==> src/rtl/mac_tile_sequencer.sv <==
// Tile sequencer for a column of MAC units: loads a weight chain, commits it,
// streams activations and tracks the multiplier pipeline until the tile drains.
module mac_tile_sequencer #(
  parameter int ARRAY_ROWS     = 16,
  parameter int TILE_LEN_WIDTH = 16,
  parameter int ACC_LATENCY    = 2
) (
  input  logic                      clk,
  input  logic                      rst_n,
  input  logic                      start,
  input  logic [TILE_LEN_WIDTH-1:0] tile_len,
  input  logic                      abort,
  input  logic                      w_valid,
  output logic                      w_ready,
  output logic                      prepare_weight,
  output logic                      set_weight,
  input  logic                      a_valid,
  output logic                      a_ready,
  output logic                      act_fire,
  output logic                      acc_valid,
  output logic                      acc_last,
  output logic                      busy,
  output logic                      done
);

  localparam int WCNT_W = (ARRAY_ROWS > 1) ? $clog2(ARRAY_ROWS) : 1;
  localparam int DCNT_W = (ACC_LATENCY > 1) ? $clog2(ACC_LATENCY) : 1;

  localparam logic [WCNT_W-1:0]         WCNT_LAST = WCNT_W'(ARRAY_ROWS - 1);
  localparam logic [WCNT_W-1:0]         WCNT_ONE  = WCNT_W'(1);
  localparam logic [DCNT_W-1:0]         DCNT_LAST = DCNT_W'(ACC_LATENCY - 1);
  localparam logic [DCNT_W-1:0]         DCNT_ONE  = DCNT_W'(1);
  localparam logic [TILE_LEN_WIDTH-1:0] ACNT_ONE  = TILE_LEN_WIDTH'(1);

  typedef enum logic [2:0] {
    ST_IDLE   = 3'd0,
    ST_LOAD   = 3'd1,
    ST_ARM    = 3'd2,
    ST_STREAM = 3'd3,
    ST_DRAIN  = 3'd4
  } state_e;

  state_e                    state_q, state_d;
  logic [WCNT_W-1:0]         wcnt_q, wcnt_d;
  logic [TILE_LEN_WIDTH-1:0] acnt_q, acnt_d;
  logic [TILE_LEN_WIDTH-1:0] len_q, len_d;
  logic [DCNT_W-1:0]         dcnt_q, dcnt_d;
  logic [ACC_LATENCY-1:0]    vld_sr_q, vld_sr_d;
  logic [ACC_LATENCY-1:0]    last_sr_q, last_sr_d;

  logic len_zero_s;
  logic wcnt_last_s;
  logic acnt_last_s;
  logic dcnt_last_s;
  logic last_fire_s;

  assign len_zero_s  = (len_q == {TILE_LEN_WIDTH{1'b0}});
  assign wcnt_last_s = (wcnt_q == WCNT_LAST);
  assign acnt_last_s = (acnt_q == (len_q - ACNT_ONE));
  assign dcnt_last_s = (dcnt_q == DCNT_LAST);

  // Handshake fires are pure ANDs of the valid inputs with state-decoded readies.
  assign prepare_weight = w_valid & w_ready;
  assign act_fire       = a_valid & a_ready;
  assign last_fire_s    = act_fire & acnt_last_s;

  assign acc_valid = vld_sr_q[ACC_LATENCY-1];
  assign acc_last  = last_sr_q[ACC_LATENCY-1];

  // State, counters, captured length and result shift lines.
  always_ff @(posedge clk or negedge rst_n) begin
    if (!rst_n) begin
      state_q   <= ST_IDLE;
      wcnt_q    <= {WCNT_W{1'b0}};
      acnt_q    <= {TILE_LEN_WIDTH{1'b0}};
      len_q     <= {TILE_LEN_WIDTH{1'b0}};
      dcnt_q    <= {DCNT_W{1'b0}};
      vld_sr_q  <= {ACC_LATENCY{1'b0}};
      last_sr_q <= {ACC_LATENCY{1'b0}};
    end else begin
      state_q   <= state_d;
      wcnt_q    <= wcnt_d;
      acnt_q    <= acnt_d;
      len_q     <= len_d;
      dcnt_q    <= dcnt_d;
      vld_sr_q  <= vld_sr_d;
      last_sr_q <= last_sr_d;
    end
  end

  // Next-state and counter update; abort overrides everything including start.
  always_comb begin
    state_d = state_q;
    wcnt_d  = wcnt_q;
    acnt_d  = acnt_q;
    len_d   = len_q;
    dcnt_d  = dcnt_q;
    if (abort) begin
      state_d = ST_IDLE;
      wcnt_d  = {WCNT_W{1'b0}};
      acnt_d  = {TILE_LEN_WIDTH{1'b0}};
      len_d   = {TILE_LEN_WIDTH{1'b0}};
      dcnt_d  = {DCNT_W{1'b0}};
    end else begin
      case (state_q)
        ST_IDLE: begin
          if (start) begin
            len_d   = tile_len;
            wcnt_d  = {WCNT_W{1'b0}};
            acnt_d  = {TILE_LEN_WIDTH{1'b0}};
            dcnt_d  = {DCNT_W{1'b0}};
            state_d = ST_LOAD;
          end else begin
            state_d = ST_IDLE;
          end
        end
        ST_LOAD: begin
          if (prepare_weight) begin
            if (wcnt_last_s) begin
              wcnt_d  = {WCNT_W{1'b0}};
              state_d = ST_ARM;
            end else begin
              wcnt_d = wcnt_q + WCNT_ONE;
            end
          end else begin
            wcnt_d = wcnt_q;
          end
        end
        ST_ARM: begin
          if (len_zero_s) begin
            state_d = ST_IDLE;
          end else begin
            state_d = ST_STREAM;
          end
        end
        ST_STREAM: begin
          // acnt tops out at tile_len, so it never wraps even at the maximum length.
          if (act_fire) begin
            acnt_d = acnt_q + ACNT_ONE;
            if (acnt_last_s) begin
              state_d = ST_DRAIN;
            end else begin
              state_d = ST_STREAM;
            end
          end else begin
            acnt_d = acnt_q;
          end
        end
        ST_DRAIN: begin
          if (dcnt_last_s) begin
            dcnt_d  = {DCNT_W{1'b0}};
            state_d = ST_IDLE;
          end else begin
            dcnt_d = dcnt_q + DCNT_ONE;
          end
        end
        default: begin
          state_d = ST_IDLE;
          wcnt_d  = {WCNT_W{1'b0}};
          acnt_d  = {TILE_LEN_WIDTH{1'b0}};
          dcnt_d  = {DCNT_W{1'b0}};
        end
      endcase
    end
  end

  // Result shift lines mirror the multiplier pipeline depth.
  always_comb begin
    vld_sr_d  = {ACC_LATENCY{1'b0}};
    last_sr_d = {ACC_LATENCY{1'b0}};
    if (abort) begin
      vld_sr_d  = {ACC_LATENCY{1'b0}};
      last_sr_d = {ACC_LATENCY{1'b0}};
    end else begin
      vld_sr_d[0]  = act_fire;
      last_sr_d[0] = last_fire_s;
      for (int i = 1; i < ACC_LATENCY; i++) begin
        vld_sr_d[i]  = vld_sr_q[i-1];
        last_sr_d[i] = last_sr_q[i-1];
      end
    end
  end

  // Ready, commit and status outputs decoded from registered state only.
  always_comb begin
    w_ready    = 1'b0;
    a_ready    = 1'b0;
    set_weight = 1'b0;
    busy       = 1'b0;
    done       = 1'b0;
    case (state_q)
      ST_IDLE: begin
        busy = 1'b0;
      end
      ST_LOAD: begin
        busy    = 1'b1;
        w_ready = 1'b1;
      end
      ST_ARM: begin
        busy       = 1'b1;
        set_weight = 1'b1;
        done       = len_zero_s;
      end
      ST_STREAM: begin
        busy    = 1'b1;
        a_ready = 1'b1;
      end
      ST_DRAIN: begin
        busy = 1'b1;
        done = dcnt_last_s;
      end
      default: begin
        busy = 1'b0;
      end
    endcase
  end

endmodule

==> config.mk <==
export PLATFORM = sky130hd
export DESIGN_NAME = mac_tile_sequencer
export DESIGN_NICKNAME = d
export VERILOG_FILES = /design/src/rtl/mac_tile_sequencer.sv
export SDC_FILE = /design/constraint.sdc
export NUM_CORES = 1
export LEC_CHECK = 0
export ABC_AREA = 1
export BUFFER_PORTS_ARGS = -buffer_cell sky130_fd_sc_hd__buf_4
export CAP_MARGIN = 15
export CORE_ASPECT_RATIO = 1.5
export CORE_UTILIZATION = 40
export CTS_CLUSTER_DIAMETER = 120
export DETAILED_ROUTE_END_ITERATION = 7
export PLACE_DENSITY_LB_ADDON = 0.2
export SYNTH_ARGS = -nofsm -noshare
export SYNTH_HDL_FRONTEND = slang
export SYNTH_SLANG_ARGS = --single-unit
==> constraint.sdc <==
create_clock -name clk -period 5.17 [get_ports clk]
set_input_delay 1.2925 -clock clk [delete_from_list [all_inputs] [get_ports clk]]
set_output_delay 1.2925 -clock clk [all_outputs]
set_load 0.02 [all_outputs]
==> results.toml <==
[outcome]
status = "complete, but fails checks"
failed_checks = "design-rule violations"

[layout]
area_growth_pct = 14.1
diodes = 0
fillers = 731
most-common-layout-cells = "nand2_1, inv_1, dfrtp_1, nor2_1, nand3_1"
final_common_cell = "nand2_1"
drive_gt1_frac = 0.177
finalInstanceArea_sq_um = 3230
fin_nets = 448

[global_routing]
grtUsageTotal = 0.195
antenna_found_initial = 0
grt_pass1_vias = 2536
grt_pass1_wl_mm = 11.4
overflow = 0
grt_max_degree = 45

[drt]
via_per_inst = 5.08
dr.pass1.iters = 6
vias = 2547
drc = 6
wl_per_cell_um = 13.1
drtIter0Drc = 87
wirelength_mm = 6.57
drt.antenna.violating_nets = 0

[placement]
dpl_cell_area_sq_um = 3130
dp_hpwl_mm = 5.29
numPortBuffers = 30
gp_congestion = 0.906

[floorplan]
start_util = 0.414
core_sq_um = 6850
io_pins = 31
rows = 37
die_y_um = 105
die_width_um = 70.7
dieArea_sq_um = 7440

[pwr]
p_clk_frac = 0.205
leakagePower_uw = 0.00160
power.density_nw_per_um2 = 397
switching_share = 0.433
p_seq_frac = 0.326
comb_power_share = 0.469
p_int_uw = 727
ir_drop_v = 0.000173
p_sw_uw = 556

[critical_path]
path_cells = "nor2_1 > nand2_1 > nor4_1 > nand4_1 > o22ai_1 > buf_4"
crit_arrival_ns = 1.88
cpPeakStageDelay_ns = 0.43
worst-setup-path-type = "flop to output port"
ff2ff_path_depth = 6
rr_startpoint = "state_q[0]$_DFFE_PN0P_"
timing.rr.end = "len_q[4]$_DFFE_PN0P_"
cp-startpoint = "len_q[10]$_DFFE_PN0P_"
cp_slowest_cell = "dfrtp_1"
crit_path_max_fanout = 3
startpoint_type = "flop"
critPathRequiredTime_ns = 3.88
crit_end = "done"
rrSetupSlack_ns = 3.08
endpoint_kind = "output port"

[logic_synthesis]
syn_area_sq_um = 2840
seq_area_frac_synth = 0.388
synth-edff-count = 0
ys_ff_latch = 44
synth_area_per_cell_sq_um = 7.27
async_reset_ff_frac = 1.00
dominantRegCellSynth = "dfrtp_1"
synthesis.instances = 390
yosys_warnings = 0
yosysUniqueCellTypes = 41
synth_nets = 416

[clock_tree]
cts_buffer_depth = 2
path_clk_slew_ns = 0.08
clock_sinks = 44
cts_hold_buf = 0
htree_levels = 2
clk_latency_ns = 0.30
cts_tree = "yes"
postCtsSetupBuffers = 0
cts_buffers = 5
cts_resized = 0
cts-root-buf = "clkbuf_8"

[sta]
fmax_ghz = 0.316
slew_violations = 0
finalSetupViolations = 0
fin_skew_ns = 0.0145
hold_viol_final = 0
rsz0062_at_grt = "false"
fin_tns_setup_ns = 0
fin_crit_ns = 3.17
slew_headroom = 0.367
tightestPinTransition_ns = 0.944
period_share = 0.613

[worst_hold_path]
hp-class = "flop to flop"

[flow_run]
cap_violations = 0
## power groups by stage
stage / Clock [uW] / Sequential [uW] / Combinational, uW
finish: 263 / 418 / 602
global route: 282 / 423 / 687
CTS: 268 / 419 / 609
detailed placement: 0 / 425 / 607
global placement: 0 / 425 / 600
floorplan: 0 / 412 / 468
## cell type report
cell class	instances	area (sq um)	area share
sequential	44	1100	0.340
timing repair buffer	30	225	0.0696
clock inverter	2	35.0	0.0108
tap	78	97.6	0.0302
clock buffer	6	72.6	0.0224
multi-input combinational	281	1480	0.456
inverter	60	228	0.0704
## per-layer routing
metal | vias up | wire, um | part of all wire | global-route usage
met4 | 0 | 200 | 0.030 | 0.0843
met2 | 51 | 3600 | 0.55 | 0.369
met5 | - | 0 | 0 | 0
met1 | 1176 | 2590 | 0.39 | 0.213
met3 | 15 | 183 | 0.028 | 0.0241
li1 | 1305 | - | - | -
## stage by stage
step | hold slack [ns] | std cells | setup slack (ns) | util | total power (uW)
2_1_floorplan | 0.434 | 390 | 2.21 | - | 880
3_5_place_dp | 0.446 | 493 | 2.12 | 0.456 | 1030
5_1_grt | 0.487 | 501 | 1.82 | 0.472 | 1390
6_report | 0.458 | 501 | 2.00 | 0.472 | 1280
3_3_place_gp | 0.447 | 493 | 2.14 | 0.456 | 1020
4_1_cts | 0.465 | 501 | 2.00 | 0.472 | 1300
## cell families after synthesis
group / count (synthesis) / synth area share
and+or+nand+nor: 209 / 0.347
adders and majority gates: 4 / 0.0177
buffers and inverters: 65 / 0.0914
AOI/OAI and AO/OA: 51 / 0.103
xor gates and xnor gates: 17 / 0.0525
DFF: 44 / 0.388
## registers in the layout, indices dropped and copies added (netlist names)
signal / count
state_q: 3
acnt_q: 16
last_sr_q: 2
len_q: 16
vld_sr_q: 2
wcnt_q: 4
dcnt_last_s: 1
## synthesized netlist by cell type (2+ instances only)
cell type / number / area share
inv_1: 51 / 0.068
nand2_1: 85 / 0.11
dfrtp_1: 44 / 0.39
o21ai_0: 22 / 0.039
ha_1: 4 / 0.018
o21ai_1: 2 / 0.0035
a21oi_1: 15 / 0.026
nand3b_1: 2 / 0.0053
a31oi_1: 3 / 0.0066
nand3_1: 33 / 0.058
xor2_1: 11 / 0.034
o21ai_2: 2 / 0.0062
xnor2_1: 6 / 0.019
clkbuf_1: 2 / 0.0026
nor2_1: 43 / 0.057
nand4_1: 5 / 0.011
nor2_2: 8 / 0.018
nor3_1: 11 / 0.019
nor2_4: 2 / 0.0079
inv_2: 7 / 0.0093
nand2_2: 9 / 0.020
nand3_2: 2 / 0.0071
nor3_2: 3 / 0.011
## worst min path at each step
stage | start | slack (ns) | end | cells past startpoint
2_1_floorplan | last_sr_q[0]$_DFF_PN0_ | 0.43 | last_sr_q[1]$_DFF_PN0_ | 2
3_3_place_gp | vld_sr_q[0]$_DFF_PN0_ | 0.45 | vld_sr_q[1]$_DFF_PN0_ | 2
3_5_place_dp | vld_sr_q[0]$_DFF_PN0_ | 0.45 | vld_sr_q[1]$_DFF_PN0_ | 2
4_1_cts | vld_sr_q[0]$_DFF_PN0_ | 0.47 | vld_sr_q[1]$_DFF_PN0_ | 2
5_1_grt | vld_sr_q[0]$_DFF_PN0_ | 0.49 | vld_sr_q[1]$_DFF_PN0_ | 2
6_report | vld_sr_q[0]$_DFF_PN0_ | 0.46 | vld_sr_q[1]$_DFF_PN0_ | 2
## critical path, delay by kind of cell, from the launching register on
kind | cells | cell delay [ns]
flops | 1 | 0.43
simple gates | 4 | 0.80
compound gates | 1 | 0.17
buf+inv | 1 | 0.17
No activity file was read; power rests on OpenSTA's default activity.
